## config.mk

```make
export PLATFORM = sky130hd
export DESIGN_NAME = time_set_ctrl
export DESIGN_NICKNAME = d
export VERILOG_FILES = /design/src/rtl/time_set_ctrl.sv
export SDC_FILE = /design/constraint.sdc
export NUM_CORES = 1
export LEC_CHECK = 0
export CAP_MARGIN = 10
export CORE_MARGIN = 8
export CORE_UTILIZATION = 30
export CTS_BUF_LIST = sky130_fd_sc_hd__clkbuf_8
export DETAILED_ROUTE_END_ITERATION = 10
export GPL_TIMING_DRIVEN = 0
export PLACE_DENSITY_LB_ADDON = 0.2
export SLEW_MARGIN = 15
export SYNTH_ARGS = -nofsm -noshare
export SYNTH_HDL_FRONTEND = slang
export SYNTH_SLANG_ARGS = --single-unit
```

## constraint.sdc

```tcl
create_clock -name clk -period 2.6 [get_ports clk]
set_clock_uncertainty 0.15 [all_clocks]
set_input_delay 0.65 -clock clk [delete_from_list [all_inputs] [get_ports clk]]
set_output_delay 0.65 -clock clk [all_outputs]
set_load 0.005 [all_outputs]
```

## src/rtl/time_set_ctrl.sv

```systemverilog
// Time-setting controller: button conditioning, RUN/SET mode sequencing,
// increment strobes with auto-repeat, SET-mode timeout and field blink.

module time_set_ctrl_db #(
  parameter int unsigned CYCLES = 10000
) (
  input  logic clk,
  input  logic rst,
  input  logic raw_i,
  output logic lvl_o
);
  localparam int unsigned CW = $clog2(CYCLES + 1);
  localparam logic [CW-1:0] CMAX = CW'(CYCLES);

  logic          s1_q, s2_q;
  logic          lvl_q, lvl_d;
  logic [CW-1:0] cnt_q, cnt_d;

  always_comb begin
    cnt_d = cnt_q;
    lvl_d = lvl_q;
    if (s2_q == lvl_q) begin
      cnt_d = '0;
    end else if (cnt_q == CMAX) begin
      cnt_d = '0;
      lvl_d = ~lvl_q;
    end else begin
      cnt_d = cnt_q + 1'b1;
    end
  end

  always_ff @(posedge clk) begin
    if (rst) begin
      s1_q  <= 1'b0;
      s2_q  <= 1'b0;
      lvl_q <= 1'b0;
      cnt_q <= '0;
    end else begin
      s1_q  <= raw_i;
      s2_q  <= s1_q;
      lvl_q <= lvl_d;
      cnt_q <= cnt_d;
    end
  end

  assign lvl_o = lvl_q;
endmodule

module time_set_ctrl #(
  parameter int unsigned DEBOUNCE_CYCLES = 10000,
  parameter int unsigned HOLD_CYCLES     = 10000000,
  parameter int unsigned REPEAT_CYCLES   = 2000000,
  parameter int unsigned TIMEOUT_S       = 30
) (
  input  logic       clk,
  input  logic       rst,
  input  logic       prog_btn,
  input  logic       adj_btn,
  input  logic       tick_1s,
  output logic [1:0] mode,
  output logic       run_en,
  output logic       inc_sec,
  output logic       inc_min,
  output logic       inc_hr,
  output logic       blink
);
  localparam int unsigned HW = $clog2(HOLD_CYCLES + 1);
  localparam int unsigned RW = $clog2(REPEAT_CYCLES + 1);
  localparam int unsigned TW = $clog2(TIMEOUT_S + 1);
  localparam logic [HW-1:0] HOLD_MAX = HW'(HOLD_CYCLES);
  localparam logic [HW-1:0] HOLD_M1  = HW'(HOLD_CYCLES - 1);
  localparam logic [RW-1:0] REP_M1   = RW'(REPEAT_CYCLES - 1);
  localparam logic [TW-1:0] TO_MAX   = TW'(TIMEOUT_S);

  typedef enum logic [1:0] {
    RUN     = 2'd0,
    SET_SEC = 2'd1,
    SET_MIN = 2'd2,
    SET_HR  = 2'd3
  } mode_e;

  logic prog_lvl, adj_lvl;
  logic prog_prev_q, adj_prev_q;
  logic prog_rise, adj_rise;

  mode_e         mode_q, mode_d;
  logic          lock_q, lock_d;
  logic          arm_q, arm_d;
  logic [HW-1:0] hold_q, hold_d;
  logic [RW-1:0] rep_q, rep_d;
  logic [TW-1:0] to_q, to_d;
  logic          blink_q, blink_d;
  logic          run_en_q, run_en_d;
  logic [2:0]    inc_q, inc_d;

  logic in_set, timeout, mode_chg;
  logic strobe, rpt, fire;

  time_set_ctrl_db #(.CYCLES(DEBOUNCE_CYCLES)) u_db_prog (
    .clk   (clk),
    .rst   (rst),
    .raw_i (prog_btn),
    .lvl_o (prog_lvl)
  );

  time_set_ctrl_db #(.CYCLES(DEBOUNCE_CYCLES)) u_db_adj (
    .clk   (clk),
    .rst   (rst),
    .raw_i (adj_btn),
    .lvl_o (adj_lvl)
  );

  assign prog_rise = prog_lvl & ~prog_prev_q;
  assign adj_rise  = adj_lvl & ~adj_prev_q;

  always_comb begin
    mode_d   = mode_q;
    lock_d   = lock_q;
    arm_d    = arm_q;
    hold_d   = hold_q;
    rep_d    = rep_q;
    to_d     = to_q;
    blink_d  = blink_q;
    strobe   = 1'b0;
    rpt      = 1'b0;
    in_set   = (mode_q != RUN);
    timeout  = in_set && (to_q == TO_MAX);
    mode_chg = prog_rise | timeout;

    if (prog_rise) begin
      mode_d = mode_e'(mode_q + 2'd1);
    end else if (timeout) begin
      mode_d = RUN;
    end

    if (prog_rise && adj_rise) begin
      lock_d = 1'b1;
    end else if (!adj_lvl) begin
      lock_d = 1'b0;
    end

    // arm marks a hold that began with an accepted press in this mode
    if (mode_chg || !adj_lvl || lock_q || !in_set) begin
      arm_d  = 1'b0;
      hold_d = '0;
      rep_d  = '0;
    end else if (adj_rise) begin
      strobe = 1'b1;
      arm_d  = 1'b1;
      hold_d = '0;
      rep_d  = '0;
    end else if (arm_q) begin
      if (hold_q != HOLD_MAX) begin
        hold_d = hold_q + 1'b1;
        rpt    = (hold_q == HOLD_M1);
      end else if (rep_q == REP_M1) begin
        rpt   = 1'b1;
        rep_d = '0;
      end else begin
        rep_d = rep_q + 1'b1;
      end
    end

    fire     = strobe | rpt;
    inc_d[0] = fire && (mode_q == SET_SEC);
    inc_d[1] = fire && (mode_q == SET_MIN);
    inc_d[2] = fire && (mode_q == SET_HR);

    if (mode_d == RUN || mode_chg || adj_rise || rpt) begin
      to_d = '0;
    end else if (tick_1s && to_q != TO_MAX) begin
      to_d = to_q + 1'b1;
    end

    if (mode_d == RUN || mode_chg || fire) begin
      blink_d = 1'b1;
    end else if (tick_1s) begin
      blink_d = ~blink_q;
    end

    run_en_d = (mode_d == RUN);
  end

  always_ff @(posedge clk) begin
    if (rst) begin
      prog_prev_q <= 1'b0;
      adj_prev_q  <= 1'b0;
      mode_q      <= RUN;
      lock_q      <= 1'b0;
      arm_q       <= 1'b0;
      hold_q      <= '0;
      rep_q       <= '0;
      to_q        <= '0;
      blink_q     <= 1'b1;
      run_en_q    <= 1'b1;
      inc_q       <= 3'b000;
    end else begin
      prog_prev_q <= prog_lvl;
      adj_prev_q  <= adj_lvl;
      mode_q      <= mode_d;
      lock_q      <= lock_d;
      arm_q       <= arm_d;
      hold_q      <= hold_d;
      rep_q       <= rep_d;
      to_q        <= to_d;
      blink_q     <= blink_d;
      run_en_q    <= run_en_d;
      inc_q       <= inc_d;
    end
  end

  assign mode    = mode_q;
  assign run_en  = run_en_q;
  assign inc_sec = inc_q[0];
  assign inc_min = inc_q[1];
  assign inc_hr  = inc_q[2];
  assign blink   = blink_q;
endmodule

```

==> results.ini <==
[critical_path]
crit_fanout = 9
arrival_ns = 2.55
end_kind = flop
critPathRequiredTime_ns = 2.75
startpoint_type = flop
crit_type = reg2reg

[logic_synthesis]
ys.flop_type = dfxtp_1
yosysUniqueCellTypes = 53
syn_nets = 527
async_reset_ff_share_pct = 0
ys_seq_elements = 95
synthesis.area_sq_um = 4438
yosysWarnings = 0
synthCells = 509
synth_edf_count = 0
postSynthAreaPerCell_sq_um = 8.719
ys_seq_area_share_pct = 42.85

[cts]
cts_sinks = 95
ctsHoldBuffers = 0
cts_tree = yes
clk_path_buf_depth = 2
clk_latency_ns = 0.37
cts_buffers = 9
h-tree-depth = 3
root_buffer = clkbuf_8
clk_pin_slew_ns = 0.08

[floorplanning]
die_w_um = 137.6
rows = 44
pin_count = 12
dieArea_sq_um = 18940
start_util_pct = 30.65
core-area_sq_um = 14480
die_h_um = 137.6

[final_layout]
design_area_sq_um = 5020
multiInputGateArea_sq_um = 2412
finalNetCount = 554
utilization_pct = 34.67
antenna_cells = 0
fillers = 1495
drive_gt1_share_pct = 7.407
final_cells = 724
regArea_sq_um = 1902
area_growth_pct = 13.11

[outcome]
status = finished, final reports clean

[sta]
setup_violations = 0
slew_violations = 0
tightest_slew_ns = 0.5131
setup_tns_ns = 0
rsz0062_at_grt = false
fin_crit_ns = 2.405
finalHoldViolCount = 0
slew_headroom_pct = 65.51
fmax_mhz = 415.8
period_share_pct = 92.50

[placed_design]
dp_hpwl_mm = 6.553
placed_cells_incl_taps = 704
place_congestion = 0.7439
portBuffers = 11
placed_cell_area_sq_um = 4778

[pwr]
powerDensity_nw_per_um2 = 479.8
ir_drop_v = 0.0004276
cellLeakagePower_nw = 1.519

[routing]
drc = 0
wirelength_mm = 9.197
first_iter_violations = 170
via_count = 3564
ant_nets = 0
viasPerCell = 4.923
drt_first_pass_iters = 4
wl_per_cell_um = 12.70

[global_routing]
grt_pass1_wl_mm = 16.10
overflow = 0
grt_pass1_vias = 3395
track_usage_pct = 10.57
grt_start_max_net_pins = 15
antenna_found_initial = 0

[worst_hold_path]
min-delay-path-class = reg2reg

[job]
maxCapViolations = 0

## stage by stage
stage	setup slack (ns)	power, mW	hold slack, ns
4_1_cts	0.02873	2.454	0.2960
3_5_place_dp	-0.2567	1.518	0.2747
2_1_floorplan	0.3662	1.507	0.2638
3_3_place_gp	-0.1516	1.518	0.2679
6_report	0.1951	2.408	0.2892
5_1_grt	0.01540	2.515	0.3138
## report_power, final
part / internal, mW / leakage, nW / switching (mW) / total (mW)
logic: 0.0115 / 0.658 / 0.0126 / 0.0241
registers: 1.46 / 0.766 / 0.00199 / 1.46
clock network: 0.429 / 0.0951 / 0.496 / 0.925
## cell usage after synthesis (2+ instances only)
master | instances | area share (%)
o2111ai_1 | 3 | 0.59
or4bb_1 | 2 | 0.51
or3_1 | 19 | 2.7
o21a_1 | 2 | 0.34
nand4b_1 | 2 | 0.39
xnor2_1 | 26 | 5.1
nand4_2 | 3 | 0.85
buf_2 | 3 | 0.34
ha_1 | 13 | 3.7
dfxtp_1 | 95 | 43
nand3_1 | 21 | 2.4
nand2_1 | 32 | 2.7
clkbuf_1 | 12 | 1.0
a211oi_1 | 2 | 0.34
nor4_1 | 7 | 0.99
nand2b_1 | 3 | 0.42
nor2_1 | 80 | 6.8
o21ai_0 | 17 | 1.9
a21oi_2 | 2 | 0.39
a211o_2 | 2 | 0.45
mux2i_1 | 5 | 1.1
o31ai_1 | 2 | 0.34
nand4_1 | 19 | 2.7
nor3_1 | 17 | 1.9
xor2_1 | 29 | 5.7
and2_1 | 5 | 0.70
and4_2 | 2 | 0.45
or4_1 | 5 | 0.85
a21oi_1 | 19 | 2.1
inv_1 | 19 | 1.6
nor2b_1 | 8 | 1.1
and3_1 | 10 | 1.4
and4_1 | 3 | 0.59
## worst paths after layout
check | startpoint | end | slack [ns] | depth (start not counted)
hold reg to reg | u_db_prog.s1_q | u_db_prog.s2_q | 0.29 | 1
setup / recovery | hold_q[2] | rep_q[19] | 0.20 | 6
hold / removal | u_db_prog.s1_q | u_db_prog.s2_q | 0.29 | 1
setup reg to reg | hold_q[2] | rep_q[19] | 0.20 | 6
## worst max-delay path, cell delays in order (launching register included)
cell,delay (ns)
dfxtp_1,0.37
nor3_1,0.29
nand4_2,0.24
or3b_1,0.41
clkbuf_1,0.20
or4_1,0.51
a21oi_1,0.17
## kinds of logic after synthesis
logic type	Yosys count	synth area share (%)
XOR/XNOR	55	10.85
buffers and inverters	35	3.045
AND/OR/NAND/NOR	250	30.59
AO/OA/AOI/OAI	56	7.866
flip-flops	95	42.85
multiplexers	5	1.128
adder cells (fa/ha/maj)	13	3.665
## timing repair
action	4_1_cts	5_1_grt
gates resized for setup	0	3
endpoints found under the hold margin	0	0
pin swaps	2	1
setup buffers	3	2
endpoints found under the setup margin	20	41
## state kept, by name, summed over array words and instances (netlist names), 2 cells and up
signal           count
hold_q              24
u_db_prog.cnt_q     14
mode                 2
rep_q               21
u_db_adj.cnt_q      14
to_q                 5
inc_q                3
## cells in the final DEF (no fill, tap or decap), types with 4 or more instances in the layout
cell type	count
a21oi_1	19
and2_1	5
and3_1	10
buf_4	4
clkbuf_1	12
clkbuf_8	9
clkdlybuf4s50_1	11
dfxtp_1	95
ha_1	13
inv_1	22
mux2i_1	5
nand2_1	32
nand3_1	21
nand4_1	19
nor2_1	80
nor2b_1	8
nor3_1	17
nor4_1	6
o21ai_0	16
or3_1	18
or4_1	5
xnor2_1	26
xor2_1	29
## routing by layer
layer / vias up / global-route usage (%) / part of all wire [%]
li1: 1830 / - / -
met2: 30 / 16.48 / 45
met5: - / 0 / 0
met3: 13 / 3.392 / 3.6
met1: 1691 / 13.02 / 50
met4: 0 / 4.707 / 2.0
## final cells by class
| cell class | count | area share, % |
|---|---|---|
| clock inverters | 6 | 1.122 |
| clock buffers | 9 | 2.468 |
| flip-flops and latches | 95 | 37.89 |
| well taps | 184 | 4.586 |
| multi-input cells | 379 | 48.06 |
| plain buffers | 16 | 1.271 |
| inverters | 19 | 1.421 |
| repair buffers | 16 | 3.190 |
No activity file was read; power rests on OpenSTA's default activity.
